`config.mk`:
```
export PLATFORM = sky130hd
export DESIGN_NAME = homelab_ioctl_upload
export DESIGN_NICKNAME = d
export VERILOG_FILES = /design/src/rtl/homelab_pkg.sv /design/src/rtl/homelab_ioctl_upload.sv
export SDC_FILE = /design/constraint.sdc
export NUM_CORES = 1
export LEC_CHECK = 0
export CAP_MARGIN = 25
export CORE_MARGIN = 1
export CORE_UTILIZATION = 35
export DETAILED_ROUTE_END_ITERATION = 6
export PLACE_DENSITY_LB_ADDON = 0.1
export SLEW_MARGIN = 15
export SYNTH_ARGS = -nofsm -noshare
export SYNTH_HDL_FRONTEND = slang
export SYNTH_SLANG_ARGS = --single-unit
```
`constraint.sdc`:
```
create_clock -name CLK12 -period 5.1 [get_ports CLK12]
set_input_delay 1.02 -clock CLK12 [delete_from_list [all_inputs] [get_ports CLK12]]
set_output_delay 1.02 -clock CLK12 [all_outputs]
set_load 0.02 [all_outputs]
```
`src/rtl/homelab_pkg.sv`:
```
// Shared Homelab definitions: ioctl upload FSM states and bus widths.
package homelab_pkg;

    localparam int HL_ADDR_W    = 16;
    localparam int IOCTL_ADDR_W = 25;
    localparam logic [7:0] IDX_RAM = 8'h00;

    typedef enum logic [1:0] {
        UL_IDLE,
        UL_HALTING,
        UL_READY,
        UL_FETCH
    } ul_state_t;

endpackage

```
`src/rtl/homelab_ioctl_upload.sv`:
```
// HPS ioctl upload responder: halts the Z80, then serves read strobes
// from Homelab memory with UL_WAIT stalling until each byte is ready.
module homelab_ioctl_upload
    import homelab_pkg::*;
#(
    parameter logic [7:0]           IMG_INDEX = IDX_RAM,
    parameter logic [HL_ADDR_W-1:0] IMG_BASE  = 16'h4000,
    parameter logic [16:0]          IMG_LEN   = 17'h0C000,
    parameter int                   RD_LAT    = 2,
    parameter logic [7:0]           FILL      = 8'hFF
) (
    input  logic                    CLK12,
    input  logic                    RESET_N,
    input  logic                    UL_UPLOAD,
    input  logic                    UL_RD,
    input  logic [IOCTL_ADDR_W-1:0] UL_ADDR,
    input  logic [7:0]              UL_INDEX,
    output logic [7:0]              UL_DIN,
    output logic                    UL_WAIT,
    output logic                    CPU_HALT,
    input  logic                    CPU_HALTED,
    output logic [HL_ADDR_W-1:0]    MEM_ADDR,
    output logic                    MEM_RD,
    input  logic [7:0]              MEM_DATA,
    output logic [7:0]              UL_SUM
);

    localparam logic [1:0] LAT = 2'(RD_LAT);

    ul_state_t             state_q, state_d;
    logic                  upload_q;
    logic [7:0]            din_q, din_d;
    logic                  wait_q, wait_d;
    logic                  halt_q, halt_d;
    logic [HL_ADDR_W-1:0]  maddr_q, maddr_d;
    logic                  rd_q, rd_d;
    logic [7:0]            sum_q, sum_d;
    logic [1:0]            cnt_q, cnt_d;

    logic rise, fall, in_range;

    assign rise = UL_UPLOAD & ~upload_q;
    assign fall = ~UL_UPLOAD & upload_q;

    // High offset bits are checked separately so a huge offset never aliases.
    assign in_range = (UL_INDEX == IMG_INDEX)
                   && (UL_ADDR[24:17] == 8'h00)
                   && (UL_ADDR[16:0] < IMG_LEN);

    always_comb begin
        state_d = state_q;
        din_d   = din_q;
        wait_d  = wait_q;
        halt_d  = halt_q;
        maddr_d = maddr_q;
        rd_d    = 1'b0;
        sum_d   = sum_q;
        cnt_d   = cnt_q;
        if (fall) begin
            state_d = UL_IDLE;
            halt_d  = 1'b0;
            wait_d  = 1'b0;
        end else begin
            unique case (state_q)
                UL_IDLE: begin
                    if (rise) begin
                        state_d = UL_HALTING;
                        halt_d  = 1'b1;
                        wait_d  = 1'b1;
                        sum_d   = 8'h00;
                    end
                end
                UL_HALTING: begin
                    if (CPU_HALTED) begin
                        state_d = UL_READY;
                        wait_d  = 1'b0;
                    end else begin
                        wait_d  = 1'b1;
                    end
                end
                UL_READY: begin
                    if (!CPU_HALTED) begin
                        state_d = UL_HALTING;
                        wait_d  = 1'b1;
                    end else if (UL_RD) begin
                        if (in_range) begin
                            state_d = UL_FETCH;
                            maddr_d = IMG_BASE + UL_ADDR[15:0];
                            rd_d    = 1'b1;
                            wait_d  = 1'b1;
                            cnt_d   = LAT;
                        end else begin
                            din_d   = FILL;
                        end
                    end
                end
                UL_FETCH: begin
                    if (!CPU_HALTED) begin
                        state_d = UL_HALTING;
                        wait_d  = 1'b1;
                    end else if (cnt_q == 2'd0) begin
                        state_d = UL_READY;
                        din_d   = MEM_DATA;
                        wait_d  = 1'b0;
                        sum_d   = sum_q + MEM_DATA;
                    end else begin
                        cnt_d   = cnt_q - 2'd1;
                    end
                end
                default: state_d = UL_IDLE;
            endcase
        end
    end

    always_ff @(posedge CLK12 or negedge RESET_N) begin
        if (!RESET_N) begin
            state_q  <= UL_IDLE;
            upload_q <= 1'b0;
            din_q    <= 8'h00;
            wait_q   <= 1'b0;
            halt_q   <= 1'b0;
            maddr_q  <= '0;
            rd_q     <= 1'b0;
            sum_q    <= 8'h00;
            cnt_q    <= 2'd0;
        end else begin
            state_q  <= state_d;
            upload_q <= UL_UPLOAD;
            din_q    <= din_d;
            wait_q   <= wait_d;
            halt_q   <= halt_d;
            maddr_q  <= maddr_d;
            rd_q     <= rd_d;
            sum_q    <= sum_d;
            cnt_q    <= cnt_d;
        end
    end

    assign UL_DIN   = din_q;
    assign UL_WAIT  = wait_q;
    assign CPU_HALT = halt_q;
    assign MEM_ADDR = maddr_q;
    assign MEM_RD   = rd_q;
    assign UL_SUM   = sum_q;

endmodule

```
==> flow_summary.yaml <==
floorplan:
  die_area_mm2: 0.00596
  ios: 81
  die_h_um: 77.2
  coreArea_mm2: 0.00547
  initial_utilization: 0.362
  die_w_um: 77.2
  rows: 27
placement:
  port_buffers: 80
  gp_congestion: 0.755
  hpwl_um: 3320
  place_ws_ns: 1.91
  postPlaceCellArea_mm2: 0.00285
timing:
  worst_pin_slew_ns: 0.865
  fin_tns_setup_ns: 0
  fin_skew_ns: 0.00706
  fmax_ghz: 0.350
  setup_viol: 0
  min_period_ns: 2.85
  finalCritPeriodShare: 0.560
  final_hold_viol_count: 0
  max-slew-margin-rel: 0.424
  rsz0062_at_grt: "no"
  fin_ws_ns: 2.25
  slew_violations: 0
setup_path:
  arrival_ns: 3.04
  r2r_slack_ns: 3.10
  worstRegToRegCells: 8
  crit_family: "simple AND/OR/NAND/NOR gates"
  slowest_delay_ns: 0.51
  path_cells: "clkdlybuf4s50_1 -> inv_1 -> ha_1 -> nand3b_1 -> nor2_1 -> nand2_2 -> mux2_2"
  cp_slowest_cell: "clkdlybuf4s50_1"
  path_depth: 7
  critPathBufInv: 2
  critPathLaunchType: "input port"
  crit_required_ns: 5.28
  path_class: "input port to flip-flop"
  rr_startpoint: "UL_SUM[0]"
  critPathMaxFanout: 18
  reg2reg_to: "UL_SUM[6]"
  crit_path_end_kind: "flip-flop"
route:
  wl_per_cell_um: 12.9
  drt-vias-per-instance: 4.85
  vias: 1682
  ant_nets: 0
  drcViolationCount: 0
  drt-total-wl_um: 4470
  drtPass1Iterations: 4
  drt_iter0_markers: 84
clock_network:
  cts-root-buf: "clkbuf_8"
  max-clock-path-buffers: 2
  htreeDepth: 2
  cts_buffers: 5
  clk-insertion-delay-late_ns: 0.29
  tritoncts: "done"
  cts-hold-fix-buffers: 0
  cts_resized: 0
  clock_sinks: 40
  cts_setup_buffers: 0
  path_clk_slew_ns: 0.08
yosys:
  synth_area_per_cell_um2: 10.3
  synth-edff-count: 0
  synth.top_cell.area_share: 0.505
  syn_nets: 249
  async_reset_ff_frac: 1.00
  ys_ff_latch: 40
  synth_cells: 192
  syn_area_mm2: 0.00198
  yosysWarnings: 0
  yosys.area.top_type: "dfrtp_1"
  ys_seq_area_frac: 0.505
  synthTopCellsByArea: "dfrtp_1, nand2_1, ha_1, o22a_1, a21oi_1"
  yosysMostFrequentCell: "dfrtp_1"
  ys.flop_type: "dfrtp_1"
  synthDistinctLibCells: 39
  synth_common_cells: "dfrtp_1, nand2_1, a21oi_1, ha_1, inv_1"
worst_hold_path:
  min-delay-start: "MEM_ADDR[12]"
  hold_path.class: "flip-flop to flip-flop"
  hold_depth: 2
  hold_path_end: "MEM_ADDR[12]"
cells_and_area:
  antenna_cells: 0
  fin_nets: 331
  drive_gt1_frac: 0.0764
  n_fill_cell: 500
  final_area_mm2: 0.00293
  post-route-util: 0.536
  area_growth_pct: 48.1
run:
  drv_cap: 0
power:
  power.total_uw: 987
  power_density_mw_per_mm2: 336
  p_leak_uw: 0.00129
  max-vdd-ir-drop_mv: 0.145
global_routing:
  gr-total-overflow: 0
  grt_max_degree: 41
  grt_pass1_vias: 1729
  grt_pass1_wl_um: 7980
  grt_use_total: 0.169
  antenna_found_initial: 0
run_status:
  outcome: "finished, final reports clean"
-- worst register-to-register path: cells and delay by family, from the launching register on --
kind	cells	cell delay, ns
AOI/OAI and AO/OA	5	0.72
adders and majority gates	2	0.63
DFF	1	0.40
xor gates and xnor gates	1	0.15
-- worst max path at each step --
stage          slack (ns)         from           end
6_report             2.25    UL_UPLOAD  MEM_ADDR[11]
5_1_grt              2.05    UL_UPLOAD  MEM_ADDR[11]
4_1_cts              2.22    UL_UPLOAD     UL_DIN[6]
3_5_place_dp         1.91    UL_UPLOAD     UL_DIN[6]
3_3_place_gp         1.97    UL_UPLOAD   MEM_ADDR[1]
2_1_floorplan        2.55  MEM_DATA[0]     UL_SUM[6]
-- layout make-up --
class / instances / area [um2] / share of cell area
flip-flops and latches: 40 / 1000 / 0.341
repair buffers: 80 / 796 / 0.271
multi-input cells: 137 / 922 / 0.314
well taps: 72 / 90.1 / 0.0307
clock buffers: 5 / 68.8 / 0.0235
inverters: 10 / 37.5 / 0.0128
clock inverters: 3 / 18.8 / 0.00640
-- registers in the layout, indices dropped and copies added (netlist names) --
name      cells
MEM_ADDR     16
UL_DIN        8
UL_SUM        8
cnt_q         2
state_q       2
CPU_HALT      1
MEM_RD        1
UL_WAIT       1
upload_q      1
-- cells in the final DEF, fill, tap and decap left out, types with 2 or more instances in the layout --
cell,netlist,final
nand4_1,2,2
nor3_1,3,3
xnor2_1,3,3
nor2_1,7,7
or2_2,2,2
xor2_1,4,4
a22o_1,3,3
a211oi_1,3,3
a21oi_1,13,13
clkdlybuf4s50_1,0,79
a21o_1,2,2
o21ai_0,8,8
o22a_1,8,8
nor4_1,3,3
clkbuf_8,0,5
ha_1,10,10
o22ai_1,3,3
nand2_1,38,38
o21a_1,2,2
nand3_1,2,2
mux2_2,5,5
dfrtp_1,40,40
o21bai_1,2,2
clkinv_2,0,2
inv_1,10,10
-- routing by layer --
layer | global-route usage | vias up | share of wire
met5 | 0 | - | 0
met4 | 0.0509 | 0 | 0.011
met3 | 0.0726 | 5 | 0.075
met2 | 0.275 | 58 | 0.46
met1 | 0.201 | 783 | 0.46
li1 | - | 836 | -
-- cells by family (layout without fill, tap and decap cells) --
kind of cell | Yosys count | count (layout) | synth area share
compound gates | 47 | 47 | 0.159
xor+xnor | 7 | 7 | 0.0310
fa+ha+maj | 11 | 11 | 0.0733
buf+inv | 15 | 98 | 0.0291
flops | 40 | 40 | 0.505
mux | 7 | 7 | 0.0392
simple gates | 65 | 65 | 0.164
-- power by group --
group	switching [uW]	internal, uW
combinational	167	192
clock	112	95.3
sequential	45.8	374
total	325	662
-- through the flow --
| step | cells | hold slack, ns |
|---|---|---|
| after floorplan | 192 | 0.497 |
| after global placement | 339 | 0.448 |
| after detailed placement | 339 | 0.455 |
| after CTS | 347 | 0.475 |
| after global routing | 347 | 0.501 |
| final | 347 | 0.466 |
Power figures use the tool's default switching activity.
